### src/rtl/hc_tx_port_arbiter_pkg.sv
// Shared definitions for the host-controller SIE transmit-port arbiter:
// FSM state encodings, requester indices and the winner-selection helper.
package hc_tx_port_arbiter_pkg;

  typedef enum logic [2:0] {
    IDLE     = 3'd0,
    GNT_SOF  = 3'd1,
    GNT_PKT  = 3'd2,
    GNT_DRCT = 3'd3,
    RELEASE  = 3'd4
  } arbState_e;

  localparam logic [1:0] REQ_SOF  = 2'd0;
  localparam logic [1:0] REQ_PKT  = 2'd1;
  localparam logic [1:0] REQ_DRCT = 2'd2;

  function automatic logic [1:0] nextIdx(input logic [1:0] idx);
    logic [1:0] nxt;
    case (idx)
      REQ_SOF: nxt = REQ_PKT;
      REQ_PKT: nxt = REQ_DRCT;
      default: nxt = REQ_SOF;
    endcase
    return nxt;
  endfunction

  // First requesting index found when walking the ring from startIdx.
  function automatic logic [1:0] pickWinner(input logic [2:0] req, input logic [1:0] startIdx);
    logic [1:0] c0;
    logic [1:0] c1;
    logic [1:0] c2;
    logic [1:0] win;
    c0 = startIdx;
    c1 = nextIdx(c0);
    c2 = nextIdx(c1);
    if (req[c0]) begin
      win = c0;
    end else if (req[c1]) begin
      win = c1;
    end else if (req[c2]) begin
      win = c2;
    end else begin
      win = startIdx;
    end
    return win;
  endfunction

endpackage

### src/rtl/hc_tx_port_mux.sv
// One-hot grant driven 3:1 select of write strobe, data and control bytes;
// everything reads as zero when no requester holds the grant.
module hc_tx_port_mux
  import hc_tx_port_arbiter_pkg::*;
#(
  parameter int DATA_W = 8
) (
  input  logic [2:0]        gntVec,
  input  logic [2:0]        wenVec,
  input  logic [DATA_W-1:0] sofData,
  input  logic [DATA_W-1:0] sofCntl,
  input  logic [DATA_W-1:0] pktData,
  input  logic [DATA_W-1:0] pktCntl,
  input  logic [DATA_W-1:0] drctData,
  input  logic [DATA_W-1:0] drctCntl,
  output logic              txWEn,
  output logic [DATA_W-1:0] txData,
  output logic [DATA_W-1:0] txCntl
);

  // Route the granted requester onto the SIE port, zero otherwise.
  always_comb begin
    txWEn  = 1'b0;
    txData = {DATA_W{1'b0}};
    txCntl = {DATA_W{1'b0}};
    case (gntVec)
      3'b001: begin
        txWEn  = wenVec[REQ_SOF];
        txData = sofData;
        txCntl = sofCntl;
      end
      3'b010: begin
        txWEn  = wenVec[REQ_PKT];
        txData = pktData;
        txCntl = pktCntl;
      end
      3'b100: begin
        txWEn  = wenVec[REQ_DRCT];
        txData = drctData;
        txCntl = drctCntl;
      end
      default: begin
        txWEn  = 1'b0;
        txData = {DATA_W{1'b0}};
        txCntl = {DATA_W{1'b0}};
      end
    endcase
  end

endmodule

### src/rtl/hc_tx_port_arbiter.sv
// Arbitrates the single SIE transmit port between SOF, packet and direct
// line-state requesters; non-preemptive, one dead RELEASE cycle per handover.
module hc_tx_port_arbiter
  import hc_tx_port_arbiter_pkg::*;
#(
  parameter int ROUND_ROBIN = 0,
  parameter int DATA_W      = 8
) (
  input  logic              clk,
  input  logic              rst,
  input  logic              sofTxReq,
  output logic              sofTxGnt,
  input  logic              sofTxWEn,
  input  logic [DATA_W-1:0] sofTxData,
  input  logic [DATA_W-1:0] sofTxCntl,
  input  logic              pktTxReq,
  output logic              pktTxGnt,
  input  logic              pktTxWEn,
  input  logic [DATA_W-1:0] pktTxData,
  input  logic [DATA_W-1:0] pktTxCntl,
  input  logic              drctTxReq,
  output logic              drctTxGnt,
  input  logic              drctTxWEn,
  input  logic [DATA_W-1:0] drctTxData,
  input  logic [DATA_W-1:0] drctTxCntl,
  output logic              SIETxWEn,
  output logic [DATA_W-1:0] SIETxData,
  output logic [DATA_W-1:0] SIETxCntl,
  output logic              arbProtErr
);

  arbState_e  state_r;
  arbState_e  stateNext_s;
  logic [2:0] gntVec_r;
  logic [2:0] gntNext_s;
  logic [1:0] rrPtr_r;
  logic [1:0] ptrNext_s;
  logic [1:0] startIdx_s;
  logic [1:0] winner_s;
  logic [2:0] reqVec_s;
  logic [2:0] wenVec_s;
  logic       protErr_r;

  assign reqVec_s   = {drctTxReq, pktTxReq, sofTxReq};
  assign wenVec_s   = {drctTxWEn, pktTxWEn, sofTxWEn};
  // rrPtr_r holds the first index to consider, i.e. one past the last winner.
  assign startIdx_s = (ROUND_ROBIN != 0) ? rrPtr_r : REQ_SOF;
  assign winner_s   = pickWinner(reqVec_s, startIdx_s);

  // Next-state, next-grant and pointer-update decisions.
  always_comb begin
    stateNext_s = state_r;
    gntNext_s   = 3'b000;
    ptrNext_s   = rrPtr_r;
    case (state_r)
      IDLE: begin
        if (|reqVec_s) begin
          gntNext_s = 3'b001 << winner_s;
          ptrNext_s = nextIdx(winner_s);
          case (winner_s)
            REQ_SOF:  stateNext_s = GNT_SOF;
            REQ_PKT:  stateNext_s = GNT_PKT;
            default:  stateNext_s = GNT_DRCT;
          endcase
        end else begin
          stateNext_s = IDLE;
        end
      end
      GNT_SOF: begin
        if (reqVec_s[REQ_SOF]) begin
          gntNext_s = 3'b001;
        end else begin
          stateNext_s = RELEASE;
        end
      end
      GNT_PKT: begin
        if (reqVec_s[REQ_PKT]) begin
          gntNext_s = 3'b010;
        end else begin
          stateNext_s = RELEASE;
        end
      end
      GNT_DRCT: begin
        if (reqVec_s[REQ_DRCT]) begin
          gntNext_s = 3'b100;
        end else begin
          stateNext_s = RELEASE;
        end
      end
      RELEASE: stateNext_s = IDLE;
      default: stateNext_s = IDLE;
    endcase
  end

  // State, grant, pointer and protocol-error registers.
  always_ff @(posedge clk) begin
    if (rst) begin
      state_r   <= IDLE;
      gntVec_r  <= 3'b000;
      rrPtr_r   <= REQ_SOF;
      protErr_r <= 1'b0;
    end else begin
      state_r   <= stateNext_s;
      gntVec_r  <= gntNext_s;
      rrPtr_r   <= ptrNext_s;
      protErr_r <= |(wenVec_s & ~gntVec_r);
    end
  end

  assign sofTxGnt   = gntVec_r[REQ_SOF];
  assign pktTxGnt   = gntVec_r[REQ_PKT];
  assign drctTxGnt  = gntVec_r[REQ_DRCT];
  assign arbProtErr = protErr_r;

  hc_tx_port_mux #(.DATA_W(DATA_W)) uMux (
    .gntVec   (gntVec_r),
    .wenVec   (wenVec_s),
    .sofData  (sofTxData),
    .sofCntl  (sofTxCntl),
    .pktData  (pktTxData),
    .pktCntl  (pktTxCntl),
    .drctData (drctTxData),
    .drctCntl (drctTxCntl),
    .txWEn    (SIETxWEn),
    .txData   (SIETxData),
    .txCntl   (SIETxCntl)
  );

endmodule

### config.mk
export PLATFORM = sky130hd
export DESIGN_NAME = hc_tx_port_arbiter
export DESIGN_NICKNAME = d
export VERILOG_FILES = /design/src/rtl/hc_tx_port_arbiter_pkg.sv /design/src/rtl/hc_tx_port_mux.sv /design/src/rtl/hc_tx_port_arbiter.sv
export SDC_FILE = /design/constraint.sdc
export NUM_CORES = 1
export LEC_CHECK = 0
export ABC_CLOCK_PERIOD_IN_PS = 1600
export BUFFER_PORTS_ARGS = -buffer_cell sky130_fd_sc_hd__buf_2
export CAP_MARGIN = 5
export CORE_MARGIN = 5
export CORE_UTILIZATION = 30
export DETAILED_ROUTE_END_ITERATION = 6
export GPL_TIMING_DRIVEN = 0
export PLACE_DENSITY = 0.69
export SLEW_MARGIN = 20
export SYNTH_ARGS = -nofsm -noshare
export SYNTH_HDL_FRONTEND = slang
export SYNTH_SLANG_ARGS = --single-unit
### constraint.sdc
create_clock -name clk -period 1.6 [get_ports clk]
set_input_delay 0.16 -clock clk [delete_from_list [all_inputs] [get_ports clk]]
set_output_delay 0.16 -clock clk [all_outputs]
set_load 0.1 [all_outputs]
==> flow_summary.toml <==
[clock_network]
cts-root-buf = "clkbuf_4"
holdBufCountCts = 0
cts_buffer_depth = 2
h-tree-depth = 1
cts_tree = "built"
path_clk_slew_ns = 0.06
cts.sinks = 7
insertion_delay_ns = 0.25
numCtsBuffers = 3

[yosys]
synth-async-reset-ratio_pct = 0
synth_edf_count = 0
synth_most_common_cell = "nand2_1"
synth_seq_area_share_pct = 21.0
ys_seq_elements = 7
ys_warn_count = 0
syn_nets = 152
synth_top_area_share_pct = 21.0
netlist_top_cells_area = "dfxtp_1, a22oi_1, nand2_1"
synth_commonest_cells = "nand2_1, a22oi_1, o21ai_1, o21ai_0, dfxtp_1"
syn_area_per_cell_um2 = 6.95
synth.largest_area_cell = "dfxtp_1"
syn_area_um2 = 667
synth.distinct_cells = 25
ys.flop_type = "dfxtp_1"
synthCells = 96

[floorplanning]
die_h_um = 57.2
rows = 17
io_pins = 77
fp.dieW_um = 57.2
die_area_mm2 = 0.00327
start_util_pct = 30.7
core_mm2 = 0.00217

[timing]
max_freq_ghz = 0.570
slew_violations = 0
fin_tns_setup_ns = -2.18
relSlewSlack_pct = 66.0
setup_viol = 17
worst_pin_slew_ns = 0.509
rsz0062_at_grt = "true"
holdWs_ns = 0.101
hold_viol = 0
fin_crit_sh_pct = 110
fin_ws_ns = -0.153
skew_ns = 0.00657
fin_crit_ns = 1.75

[final_layout]
fin_nets = 246
n_antenna_cell = 0
fillCellCount = 101
layout-drive-gt1-share_pct = 79.4
syn2layout_area_growth_pct = 188
finish.utilization_pct = 88.5
finalNonFillerCells = 217
final_area_mm2 = 0.00192

[power_and_ir_drop]
clockPowerShare_pct = 12.0
peakVddDrop_mv = 0.583
p_leak_nw = 0.856
total_power_mw = 1.36
p_int_uw = 662
power_switching_uw = 694
combPwrFrac_pct = 73.3
power.density_mw_per_mm2 = 706
switching_share_pct = 51.2
seqPwrFrac_pct = 14.7

[route]
firstDrtPassIters = 4
top_layer = "met4"
ant_nets = 0
drt_first_iter_violations = 37
viasPerCell = 5.36
wl_um = 4040
routedWlPerCell_um = 18.6
wl_met1_um = 1450
dr_total_vias = 1164
dr_wl_met2_um = 2240
drc = 0
wl_met3_um = 237

[placement]
place_ws_ns = -0.317
post_dp_cell_area_mm2 = 0.00134
portBuffers = 76
dp.cells = 200
place_hpwl_um = 2150
place_congestion = 0.743

[critical_path]
path_buf_inv = 3
critPathKind = "flop to primary output"
required_ns = 1.44
cp_cell_sequence = "nor2b_1 > buf_4 > buf_8 > a22oi_2 > o21ai_4 > buf_12"
critPathSlowestCell = "dfxtp_4"
cp_max_fo = 5
cp-start-kind = "flop"
end_kind = "primary output"
critPathMaxStageDelay_ns = 0.37
crit_arrival_ns = 1.59
cpLargestDelayFamily = "buffers and inverters"

[global_route]
gr-usage-all-layers_pct = 21.5
grt_overflow = 0
antenna_found_initial = 0
grt_pass1_wl_um = 5630
grt_pass1_vias = 1162
grt_max_degree = 11

[outcome]
failed_checks = "setup timing"
status = "complete, but fails checks"

[min_path]
hold_path.class = "input port to flop"

[run]
cap_violations = 0
[cell usage in the layout, fill, tap and decap left out]
master / instances
clkbuf_1: 2
buf_16: 1
nor4_1: 1
a311oi_1: 1
dfxtp_4: 3
nand3_1: 1
inv_1: 3
a211oi_1: 2
nor2_1: 3
clkbuf_4: 3
nor3b_1: 2
o21ai_0: 1
nor3b_4: 1
a22oi_2: 17
buf_12: 22
nand2_1: 8
a21oi_1: 1
buf_4: 7
buf_6: 4
buf_8: 1
nand2_4: 10
o21a_1: 1
a222oi_1: 1
nor2b_1: 3
a31oi_1: 1
nand2b_1: 1
dfxtp_1: 4
buf_2: 63
o21ai_4: 17
nor3_1: 2
nor2b_2: 1
or2_1: 1
[cell families after synthesis]
kind of cell | after synthesis | synth area share, %
compound gates | 42 | 40.5
simple gates | 34 | 25.7
buf+inv | 13 | 12.8
flops | 7 | 21.0
[path summary, 6_finish.rpt]
kind                                start                      end  slack [ns]  cells past startpoint
hold / removal                        rst    arbProtErr$_SDFF_PP0_        0.10                      2
setup / recovery   gntVec_r[2]$_SDFF_PP0_             SIETxCntl[6]       -0.15                      6
setup reg to reg  state_r[0]$_SDFFE_PP0P_  state_r[1]$_SDFFE_PP0P_        0.46                      4
hold reg to reg    gntVec_r[2]$_SDFF_PP0_    arbProtErr$_SDFF_PP0_        0.59                      3
[power by group through the flow]
stage	clock network [mW]	logic [mW]	registers, mW
final	0.163	0.994	0.199
after global routing	0.176	1.03	0.200
after CTS	0.166	0.951	0.197
after detailed placement	0	0.734	0.200
after global placement	0	0.726	0.201
after floorplan	0	0.539	0.249
[layout make-up]
cell class                      instances  area, um2  area share (%)
Timing Repair Buffer                   89        791            41.2
Clock buffer                            4       26.3            1.37
Buffer                                 10        109            5.67
Sequential cell                         7        151            7.89
Tap cell                               28       35.0            1.83
Inverter                                3       11.3           0.587
Multi-Input combinational cell         76        796            41.5
[what timing repair did]
item,CTS,global route
pin swaps,15,12
cloned,3,0
endpoints found under the setup margin,17,17
resized for setup,99,13
setup buffers,7,3
[sequential cells by signal (all words and copies together), names as in the netlist]
name,cells
state_r,3
arbProtErr,1
gntVec_r,3
[per-layer routing]
metal,GRT usage (%),vias to the layer above
li1,-,541
met1,24.4,562
met2,41.9,51
met3,2.71,10
met4,4.97,0
met5,0,-
Power figures use the tool's default switching activity.
